$ cat src/rtl/gpio_port.sv
// Bidirectional GPIO bus slave: direction, output data, synchronised input
// sampling, rising/falling edge capture and a maskable level interrupt.
module gpio_port #(
   parameter int WIDTH       = 8,
   parameter int SYNC_STAGES = 2
) (
   input  logic             clk,
   input  logic             reset,
   input  logic             ce,
   input  logic             wr_en,
   input  logic [4:0]       addr,
   input  logic [31:0]      wdata,
   output logic [31:0]      rdata,
   input  logic [WIDTH-1:0] gpio_in,
   output logic [WIDTH-1:0] gpio_out,
   output logic [WIDTH-1:0] gpio_oe,
   output logic             irq
);

   localparam logic [2:0] A_MODER = 3'd0;
   localparam logic [2:0] A_IDR   = 3'd1;
   localparam logic [2:0] A_ODR   = 3'd2;
   localparam logic [2:0] A_IER   = 3'd3;
   localparam logic [2:0] A_RISE  = 3'd4;
   localparam logic [2:0] A_FALL  = 3'd5;
   localparam logic [2:0] A_ISR   = 3'd6;

   logic [WIDTH-1:0] r_sync [SYNC_STAGES];
   logic [WIDTH-1:0] r_prev;
   logic [WIDTH-1:0] r_moder;
   logic [WIDTH-1:0] r_odr;
   logic [WIDTH-1:0] r_ier;
   logic [WIDTH-1:0] r_rise;
   logic [WIDTH-1:0] r_fall;
   logic [WIDTH-1:0] r_isr;
   logic             r_irq;

   logic [2:0]       w_sel;
   logic             w_wr;
   logic [WIDTH-1:0] w_wd;
   logic [WIDTH-1:0] w_sync;
   logic [WIDTH-1:0] w_rise_ev;
   logic [WIDTH-1:0] w_fall_ev;
   logic [WIDTH-1:0] w_w1c;
   logic [31:0]      w_rdata;
   logic             w_unused;

   assign w_sel    = addr[4:2];
   assign w_wr     = ce & wr_en;
   assign w_wd     = wdata[WIDTH-1:0];
   assign w_sync   = r_sync[SYNC_STAGES-1];
   assign w_unused = ^{wdata, addr[1:0]};

   // Pins are sampled whatever their direction, so outputs read back.
   always_ff @(posedge clk) begin
      if (reset) begin
         for (int i = 0; i < SYNC_STAGES; i++) begin
            r_sync[i] <= '0;
         end
         r_prev <= '0;
      end else begin
         r_sync[0] <= gpio_in;
         for (int i = 1; i < SYNC_STAGES; i++) begin
            r_sync[i] <= r_sync[i-1];
         end
         r_prev <= w_sync;
      end
   end

   assign w_rise_ev = w_sync & ~r_prev & r_rise;
   assign w_fall_ev = ~w_sync & r_prev & r_fall;
   assign w_w1c     = (w_wr && w_sel == A_ISR) ? w_wd : '0;

   always_ff @(posedge clk) begin
      if (reset) begin
         r_moder <= '0;
         r_odr   <= '0;
         r_ier   <= '0;
         r_rise  <= '0;
         r_fall  <= '0;
      end else if (w_wr) begin
         case (w_sel)
            A_MODER: r_moder <= w_wd;
            A_ODR:   r_odr   <= w_wd;
            A_IER:   r_ier   <= w_wd;
            A_RISE:  r_rise  <= w_wd;
            A_FALL:  r_fall  <= w_wd;
            default: ;
         endcase
      end
   end

   // A new edge on a bit being cleared in the same cycle keeps the flag set.
   always_ff @(posedge clk) begin
      if (reset) begin
         r_isr <= '0;
         r_irq <= 1'b0;
      end else begin
         r_isr <= (r_isr & ~w_w1c) | w_rise_ev | w_fall_ev;
         r_irq <= |(r_isr & r_ier);
      end
   end

   always_comb begin
      w_rdata = '0;
      if (ce) begin
         case (w_sel)
            A_MODER: w_rdata = 32'(r_moder);
            A_IDR:   w_rdata = 32'(w_sync);
            A_ODR:   w_rdata = 32'(r_odr);
            A_IER:   w_rdata = 32'(r_ier);
            A_RISE:  w_rdata = 32'(r_rise);
            A_FALL:  w_rdata = 32'(r_fall);
            A_ISR:   w_rdata = 32'(r_isr);
            default: w_rdata = '0;
         endcase
      end
   end

   assign rdata    = w_rdata;
   assign gpio_out = r_odr;
   assign gpio_oe  = r_moder;
   assign irq      = r_irq;

endmodule

$ cat config.mk
export PLATFORM = sky130hd
export DESIGN_NAME = gpio_port
export DESIGN_NICKNAME = d
export VERILOG_FILES = /design/src/rtl/gpio_port.sv
export SDC_FILE = /design/constraint.sdc
export NUM_CORES = 1
export LEC_CHECK = 0
export CELL_PAD_IN_SITES_DETAIL_PLACEMENT = 1
export CELL_PAD_IN_SITES_GLOBAL_PLACEMENT = 2
export CORE_MARGIN = 2
export CORE_UTILIZATION = 25
export DETAILED_ROUTE_END_ITERATION = 8
export PLACE_DENSITY_LB_ADDON = 0.3
export SLEW_MARGIN = 0
export SYNTH_ARGS = -nofsm -noshare
export SYNTH_HDL_FRONTEND = slang
export SYNTH_SLANG_ARGS = --single-unit
$ cat constraint.sdc
create_clock -name clk -period 1.4 [get_ports clk]
set_clock_uncertainty 0.15 [all_clocks]
set_input_delay 0.28 -clock clk [delete_from_list [all_inputs] [get_ports clk]]
set_output_delay 0.28 -clock clk [all_outputs]
set_load 0.1 [all_outputs]
==> results of run 1 <==
power by group:
part | switching [mW] | internal [mW] | total (mW)
combinational | 0.719 | 0.373 | 1.09
sequential | 0.0274 | 2.10 | 2.12
clock | 0.897 | 1.41 | 2.31
critical path, cell delays in order (launching register included):
cell,delay (ns)
dfxtp_2,0.33
mux2_4,0.26
a222oi_1,0.28
buf_4,0.19
a31oi_4,0.08
buf_12,0.17
worst max-delay path by stage:
stage	endpoint	slack (ns)	cells after the start
after floorplan	rdata[4]	-0.58	5
after global placement	rdata[3]	-1.01	7
after detailed placement	rdata[4]	-1.09	7
after CTS	rdata[4]	-0.67	5
after global routing	rdata[4]	-0.77	5
final	rdata[4]	-0.67	5
through the flow:
| step | instances | hold slack, ns | TNS, ns | worst slack (ns) | power [mW] |
|---|---|---|---|---|---|
| 2_1_floorplan | 411 | 0.258 | -4.21 | -0.575 | 2.78 |
| 3_3_place_gp | 675 | 0.281 | -36.24 | -1.01 | 3.07 |
| 5_1_grt | 709 | 0.197 | -5.62 | -0.767 | 5.71 |
| 4_1_cts | 703 | 0.164 | -4.62 | -0.669 | 5.49 |
| 3_5_place_dp | 675 | 0.277 | -37.97 | -1.09 | 3.08 |
| 6_report | 709 | 0.184 | -4.73 | -0.672 | 5.53 |
Yosys cell counts, types with 9 or more instances:
cell	instances
mux2_2	16
a21oi_1	41
dfxtp_1	73
buf_2	12
nand3_1	42
clkbuf_1	13
inv_1	9
nor2b_1	26
a31oi_1	18
nand3b_1	17
buf_4	26
o21ai_0	36
what timing repair did:
| action | 4_1_cts | 5_1_grt |
|---|---|---|
| gates cloned | 5 | 1 |
| pin swaps | 13 | 11 |
| endpoints found under the setup margin | 72 | 48 |
| gates resized for setup | 96 | 51 |
| setup buffers | 8 | 9 |
| endpoints found under the hold margin | 0 | 0 |
per-layer routing:
metal	GRT usage [%]	wire length, um
met1	26.6	6210
met3	3.07	918
met5	0	0
met2	32.9	7180
met4	9.23	362
state kept, by name (all words and copies together) (netlist names), 8 cells and up:
name / count
r_prev: 8
r_ier: 8
r_rise: 8
gpio_out: 8
r_isr: 8
gpio_oe: 8
r_fall: 8
r_sync: 16
area by class of cell:
| type | count | area [um^2] | area share (%) |
|---|---|---|---|
| repair buffers | 162 | 1910 | 31.3 |
| clock inverters | 3 | 20.0 | 0.329 |
| inverters | 9 | 38.8 | 0.637 |
| multi-input cells | 273 | 2090 | 34.4 |
| flip-flops and latches | 73 | 1530 | 25.1 |
| well taps | 176 | 220 | 3.61 |
| clock buffers | 13 | 283 | 4.64 |
kinds of logic after synthesis:
| family | Yosys count | share of synthesized area, % |
|---|---|---|
| muxes | 17 | 5.72 |
| and+or+nand+nor | 111 | 19.7 |
| AOI/OAI and AO/OA | 121 | 20.5 |
| DFF | 73 | 42.8 |
| buffers and inverters | 65 | 11.1 |
| other | 1 | 0.110 |
layout by cell type (no fill, tap or decap), types with 5 or more instances in the layout:
master           netlist  layout
o31ai_2                0       5
nand3_1               42      41
buf_12                 0      36
dfxtp_2                0       6
a31oi_1               18       8
nand3b_1              17      17
o21ai_1                4      10
dfxtp_4                0      16
nand2_1                8       6
conb_1                 1      24
a31oi_4                0       7
clkdlybuf4s50_1        0      16
clkbuf_16              0      12
o21ai_0               36      14
mux2_2                16      13
dfxtp_1               73      51
o21ai_2                0      13
buf_4                 26      76
nor2b_1               26      25
inv_1                  9       8
buf_6                  1      26
a21oi_1               41      36
==> impl_metrics.json, run 1 <==
{
  "outcome": "complete, but fails checks",
  "violations": "negative setup slack",
  "grt_overflow": 0,
  "arrival_ns": 1.64,
  "routed_via_density": 5.03,
  "vias": 3565,
  "antenna_found_initial": 0,
  "hold_end": "r_sync[0][12]$_SDFF_PP0_",
  "fin_util_pct": 45.8,
  "io_buffers": 47,
  "synth-edff-count": 0,
  "cp-startpoint": "r_rise[4]$_SDFFE_PP0P_",
  "hold_viol": 0,
  "start_util_pct": 25.7,
  "wl_per_cell_um": 20.7,
  "fp.dieArea_mm2": 0.0146,
  "synth_area_per_cell_um2": 8.79,
  "yosys_warnings": 0,
  "ant_nets": 0,
  "hold_path.class": "in2reg",
  "slew_violations": 0,
  "drt_first_pass_iters": 4,
  "p_leak_nw": 2.28,
  "synthCells": 388,
  "synth_top_area_cell": "dfxtp_1",
  "startpoint_type": "flop",
  "area_growth_pct": 78.6,
  "grt.total_usage_pct": 20.3,
  "clock_path_buffers": 2,
  "r2r_slack_ns": 0.23,
  "drive_gt1_share_pct": 47.7,
  "n_antenna_cell": 0,
  "clk_pin_slew_ns": 0.06,
  "die_y_um": 121,
  "critPathRequiredTime_ns": 0.97,
  "htreeDepth": 3,
  "clock-sinks": 73,
  "row_count": 42,
  "drt-total-wl_um": 14700,
  "ys.flop_type": "dfxtp_1",
  "gp_congestion": 0.890,
  "synthArstFlopShare_pct": 0,
  "synth_seq_area_share_pct": 42.8,
  "worstSetupPathType": "reg2out",
  "clkLatencyLatePin_ns": 0.33,
  "rsz0062_at_grt": "yes",
  "min_from": "reset",
  "hold_depth": 2,
  "cts_root_buf": "clkbuf_16",
  "dpl.hpwl_um": 9530,
  "r2r_end": "irq$_SDFF_PP0_",
  "r2r_cells": 3,
  "period_needed_ns": 2.07,
  "stdcell_area_mm2": 0.00609,
  "grt_first_pass_wirelength_um": 22200,
  "cts_hold_buf": 0,
  "cp-end-kind": "primary output",
  "netlist_area_mm2": 0.00341,
  "drt_iter0_drc": 159,
  "worst_slack_ns": -0.672,
  "nFillCells": 1447,
  "place_area_mm2": 0.00512,
  "remaining_drc_errors": 0,
  "cp_max_fo": 2,
  "numCtsBuffers": 9,
  "fin_crit_sh_pct": 148,
  "grt_pass1_vias": 3836,
  "synth_top_area_share_pct": 42.8,
  "cts_tree": "yes",
  "netlist_top_cells_area": "dfxtp_1, nand3_1, a21oi_1",
  "max_freq_ghz": 0.483,
  "r2r_start": "r_isr[3]$_SDFF_PP0_",
  "ys_types": 34,
  "core_area_mm2": 0.0133,
  "drv_cap": 0,
  "irDropWorstVdd_mv": 0.675,
  "yosys_register_bits": 73,
  "num-nets-final": 577,
  "powerDensity_mw_per_mm2": 907,
  "finalSetupViolCount": 20,
  "grt_max_degree": 33,
  "die_x_um": 121,
  "io_pins": 98
}
(Power assumes the default switching activity.)
==> inputs of run 2 (changes only) <==
--- a/config.mk
+++ b/config.mk
@@ -9,5 +9,5 @@
 export CELL_PAD_IN_SITES_GLOBAL_PLACEMENT = 2
 export CORE_MARGIN = 2
-export CORE_UTILIZATION = 25
+export CORE_UTILIZATION = 30
 export DETAILED_ROUTE_END_ITERATION = 8
 export PLACE_DENSITY_LB_ADDON = 0.3
==> constraint.sdc (replaced) <==
create_clock -name clk -period 2.4 [get_ports clk]
set_clock_uncertainty 0.15 [all_clocks]
set_input_delay 0.72 -clock clk [delete_from_list [all_inputs] [get_ports clk]]
set_output_delay 0.72 -clock clk [all_outputs]
set_load 0.1 [all_outputs]
==> run 2 against run 1 <==
The run still ends with negative setup slack left. Sequential power decreased by 41%. Global-route usage decreased by 0.49 points. Routed wire length decreased by 18%. Combinational power decreased by 51%. Sequential cell count unchanged. Worst hold slack improved by 0.099 ns. Worst setup slack improved by 0.20 ns. Critical path type is now in2out. Largest power group is now registers. Highest routed layer unchanged.
==> impl_metrics.json, run 2 (synthesized netlist as in run 1, its figures left out) <==
{
  "io_buffers": 47,
  "gp_congestion": 0.807,
  "critPathRequiredTime_ns": 1.53,
  "switching_power_mw": 0.879,
  "cts_hold_buf": 0,
  "use_met3_pct": 4.12,
  "violations": "negative setup slack",
  "grt_pass1_vias": 3305,
  "critPathSlowestCell": "and2b_4",
  "grt_max_degree": 33,
  "cp_max_fo": 15,
  "clock-sinks": 73,
  "finalSetupViolCount": 8,
  "final_common_cell": "dfxtp_1",
  "die_y_um": 111,
  "internal-power_mw": 2.17,
  "fin_util_pct": 45.5,
  "grt.total_usage_pct": 19.8,
  "grt_util_met2_pct": 32.3,
  "fp.dieArea_mm2": 0.0122,
  "drt-total-wl_um": 12100,
  "pwr-share-clk_pct": 41.3,
  "core_area_mm2": 0.0110,
  "r2r_end": "irq$_SDFF_PP0_",
  "crit_buf_inv": 4,
  "hold_depth": 1,
  "row_count": 38,
  "p_comb_share_pct": 17.5,
  "remaining_drc_errors": 0,
  "hold_slack_ns": 0.283,
  "cp-startpoint": "addr[2]",
  "cp_slowest_stage_delay_ns": 0.36,
  "period_needed_ns": 2.88,
  "powerDensity_mw_per_mm2": 610,
  "r2r_slack_ns": 1.35,
  "worst_slack_ns": -0.476,
  "num-nets-final": 514,
  "startpoint_type": "primary input",
  "io_pins": 98,
  "crit_family": "buffers and inverters",
  "htreeDepth": 3,
  "rsz0062_at_grt": "yes",
  "hold_path.class": "reg2reg",
  "worstSetupPathType": "in2out",
  "p_leak_nw": 1.82,
  "cp-end-kind": "primary output",
  "grtUsageMet1_pct": 26.2,
  "grt_first_pass_wirelength_um": 18900,
  "drt_first_pass_iters": 4,
  "min_from": "r_sync[0][2]$_SDFF_PP0_",
  "cts_root_buf": "clkbuf_16",
  "crit_top_cell": "buf_12",
  "start_util_pct": 31.1,
  "irDropWorstVdd_mv": 0.341,
  "max_freq_ghz": 0.348,
  "swShare_pct": 28.9,
  "r2r_start": "r_isr[5]$_SDFF_PP0_",
  "die_x_um": 111,
  "hold_end": "r_sync[0][10]$_SDFF_PP0_",
  "fin_crit_sh_pct": 120,
  "drt_iter0_drc": 200,
  "n_antenna_cell": 0,
  "largest_reg_flops": 16,
  "slew_violations": 0,
  "ant_nets": 0,
  "r2r_cells": 2,
  "final_cell_mix": "dfxtp_1, buf_4, nand3_1",
  "area_growth_pct": 46.4,
  "clock_path_buffers": 2,
  "routed_via_density": 5.32,
  "regMostFlops": "r_sync",
  "drv_cap": 0,
  "hold_viol": 0,
  "wl_per_cell_um": 19.9,
  "arrival_ns": 2.01,
  "top_usage_layer": "met2",
  "drive_gt1_share_pct": 30.8,
  "grt_overflow": 0,
  "vias": 3227,
  "dpl.hpwl_um": 8350,
  "clkLatencyLatePin_ns": 0.33,
  "clk_pin_slew_ns": 0.05,
  "cp_cell_sequence": "buf_8 > buf_12 > buf_12 > and2b_4 > a32oi_2 > a31oi_4 > buf_12",
  "cts_tree": "yes",
  "antenna_found_initial": 0,
  "numCtsBuffers": 9,
  "p_seq_share_pct": 41.3,
  "outcome": "complete, but fails checks"
}
-- run 2: cell types whose count changed in the layout (fill, tap and decap cells not counted), moves of 9 or more --
cell	delta
o21ai_2	-13
buf_4	-28
buf_6	-24
dfxtp_4	-16
dfxtp_1	+16
o21ai_0	+22
buf_12	-9
-- run 2: metrics by stage --
step,TNS [ns],worst slack (ns),cell area (um^2),power (mW),instances
after CTS,-3.63,-0.484,5000,3.08,608
after global routing,-3.86,-0.515,4990,3.15,607
after floorplan,-3.27,-0.442,3650,1.64,411
after global placement,-8.79,-0.912,4530,1.78,587
after detailed placement,-9.26,-0.930,4530,1.78,587
final,-3.59,-0.476,4990,3.04,607
-- run 2: worst reg2reg max path, stage by stage, from the launching register on --
cell and delay [ns]:
dfxtp_1 0.47, a22oi_1 0.13, a41oi_1 0.21
-- run 2: cell type report --
| class | instances | area, um^2 |
|---|---|---|
| clock buffers | 13 | 270 |
| inverters | 9 | 33.8 |
| multi-input cells | 273 | 1900 |
| flip-flops and latches | 73 | 1470 |
| fillers | 1233 | 5990 |
| well taps | 140 | 175 |
| repair buffers | 99 | 1140 |
-- run 2: how the worst max path moves through the flow --
stage	end	cells after the start
final	rdata[5]	7
after global routing	rdata[1]	7
after CTS	rdata[1]	7
after detailed placement	rdata[2]	7
after global placement	rdata[2]	7
after floorplan	rdata[0]	5
-- run 2: what timing repair did --
| item | CTS | global route |
|---|---|---|
| endpoints found under the setup margin | 8 | 8 |
| cloned | 1 | 0 |
| resized for setup | 40 | 4 |
| pin swaps | 16 | 8 |
| buffers inserted | 7 | 1 |
-- run 2: routing by layer --
layer / wire (um) / part of all wire [%] / vias up
met5: 0 / 0 / -
met4: 161 / 1.3 / 0
met3: 490 / 4.1 / 11
met2: 5870 / 49 / 75
met1: 5550 / 46 / 1627
li1: - / - / 1514
-- run 2: power groups by stage --
| stage | clock (mW) | sequential [mW] | combinational (mW) |
|---|---|---|---|
| floorplan | 0 | 1.30 | 0.339 |
| global placement | 0 | 1.28 | 0.497 |
| detailed placement | 0 | 1.28 | 0.500 |
| CTS | 1.29 | 1.26 | 0.530 |
| global route | 1.33 | 1.26 | 0.556 |
| finish | 1.26 | 1.26 | 0.532 |
==> inputs of run 3 (changes only) <==
Settings changed: CORE_UTILIZATION 30 to 25, SLEW_MARGIN 0 to 20.
Clock period 2.4 ns to 2.3 ns, I/O delays scaled along.
==> run 3 against run 2 <==
Critical path type unchanged. Routed wire length grew 1.4%. Count of clock-buffer cells in the layout fell by 2. Sequential share of layout area shrank 1.1 points. The flow still finishes with violations (negative setup slack). Highest routed layer unchanged. Final cell count grew 6.3%. Global-route usage shrank 2.4 points. Register-to-register slack got worse by 0.24 ns. Worst hold slack worse by 0.00082 ns. Critical path depth is 2 lower. Die area is 19% higher. Sequential power rose by 4%.
==> impl_metrics.json, run 3 (synthesized netlist as in run 1, its figures left out) <==
{
  "powerDensity_mw_per_mm2": 644,
  "hold_path.class": "reg2reg",
  "max_freq_ghz": 0.350,
  "start_util_pct": 25.7,
  "r2r_cells": 2,
  "grt_pass1_vias": 3314,
  "relSlewSlack_pct": 60.4,
  "largest_reg_flops": 16,
  "vias": 3248,
  "r2r_slack_ns": 1.11,
  "core_area_mm2": 0.0133,
  "cts_root_buf": "clkbuf_16",
  "irDropWorstVdd_mv": 0.569,
  "clk_pin_slew_ns": 0.06,
  "drt-total-wl_um": 12200,
  "routed_via_density": 5.04,
  "clock-sinks": 73,
  "total_power_mw": 3.34,
  "n_antenna_cell": 0,
  "startpoint_type": "primary input",
  "r2r_end": "irq$_SDFF_PP0_",
  "r2r_start": "r_isr[2]$_SDFF_PP0_",
  "hold_depth": 1,
  "num-nets-final": 513,
  "hold_viol": 0,
  "htreeDepth": 3,
  "grt.total_usage_pct": 17.4,
  "fin_crit_sh_pct": 124,
  "rsz0062_at_grt": "yes",
  "drive_gt1_share_pct": 31.6,
  "outcome": "complete, but fails checks",
  "io_buffers": 47,
  "io_pins": 98,
  "drv_cap": 0,
  "cp-end-kind": "primary output",
  "row_count": 42,
  "hold_end": "r_sync[0][11]$_SDFF_PP0_",
  "drt_first_pass_iters": 4,
  "violations": "negative setup slack",
  "worstSetupPathType": "in2out",
  "grt_first_pass_wirelength_um": 19000,
  "die_y_um": 121,
  "clock_path_buffers": 2,
  "final_common_cell": "dfxtp_1",
  "grt_overflow": 0,
  "dpl.hpwl_um": 8750,
  "gp_congestion": 0.829,
  "min_from": "r_sync[0][3]$_SDFF_PP0_",
  "finalSetupTns_ns": -3.80,
  "cts_tree": "yes",
  "p_leak_nw": 1.86,
  "nFillCells": 1505,
  "remaining_drc_errors": 0,
  "final_cell_mix": "dfxtp_1, nand3_1, a21oi_1",
  "critPathRequiredTime_ns": 1.46,
  "worst_slack_ns": -0.559,
  "numCtsBuffers": 9,
  "finalSetupViolCount": 8,
  "fp.dieArea_mm2": 0.0146,
  "antenna_found_initial": 0,
  "slew_violations": 0,
  "clkLatencyLatePin_ns": 0.34,
  "grt_max_degree": 33,
  "drt_iter0_drc": 221,
  "worstMarginPinSlew_ns": 0.593,
  "fin_util_pct": 39.1,
  "arrival_ns": 2.02,
  "cp_max_fo": 5,
  "period_needed_ns": 2.86,
  "die_x_um": 121,
  "regMostFlops": "r_sync",
  "ant_nets": 0,
  "area_growth_pct": 52.2,
  "wl_per_cell_um": 19.0
}
[run 3: changes by cell type in the layout (fill, tap and decap cells not counted), sizes merged]
cell           before  now
buf                81   79
clkinv              0    3
bufinv              0    1
dlygate4sd2         0    1
clkinvlp            0    1
clkdlybuf4s50      18   17
clkbuf             13   12
[run 3: per-stage QoR]
step | worst slack, ns | hold WS, ns | std cells | area, um^2
2_1_floorplan | -0.484 | 0.264 | 411 | 3660
3_3_place_gp | -0.979 | 0.270 | 619 | 4640
3_5_place_dp | -1.10 | 0.279 | 619 | 4640
4_1_cts | -0.633 | 0.291 | 643 | 5110
5_1_grt | -0.595 | 0.305 | 645 | 5190
6_report | -0.559 | 0.282 | 645 | 5190
[run 3: cell type report]
cell class / count / area [um^2] / area share [%]
Clock buffer: 11 / 253 / 4.87
Tap cell: 176 / 220 / 4.24
Sequential cell: 73 / 1470 / 28.4
Multi-Input combinational cell: 273 / 1910 / 36.8
Clock inverter: 5 / 63.8 / 1.23
Timing Repair Buffer: 98 / 1240 / 23.9
Inverter: 9 / 33.8 / 0.650
[run 3: metal layers]
layer | wire (um) | track usage, % | vias up
met2 | 6010 | 28.4 | 85
met4 | 185 | 5.16 | 0
met1 | 5470 | 22.6 | 1636
met3 | 576 | 4.48 | 16
li1 | - | - | 1511
met5 | 0 | 0 | -
[run 3: critical path, cell delays in order]
cell	delay, ns
buf_8	0.11
and3b_2	0.24
a222oi_1	0.59
a31oi_4	0.18
buf_12	0.21
[run 3: power by group]
part	internal (mW)	leakage, nW	switching (mW)
logic	0.174	1.11	0.386
registers	1.29	0.597	0.0211
clock network	0.904	0.152	0.565
[run 3: timing repair]
action | in CTS | in global routing
setup endpoints to repair | 8 | 8
gates cloned | 0 | 1
pin swaps | 9 | 14
buffers inserted | 10 | 3
gates resized for setup | 31 | 17
hold buffers | 0 | 0
[run 3: worst max-delay path by stage]
stage / startpoint / end / slack [ns] / depth (start not counted)
finish: addr[4] / rdata[3] / -0.56 / 5
global route: addr[2] / rdata[3] / -0.60 / 5
CTS: addr[2] / rdata[3] / -0.63 / 7
detailed placement: addr[4] / rdata[3] / -1.10 / 7
global placement: addr[4] / rdata[3] / -0.98 / 7
floorplan: addr[2] / rdata[0] / -0.48 / 5
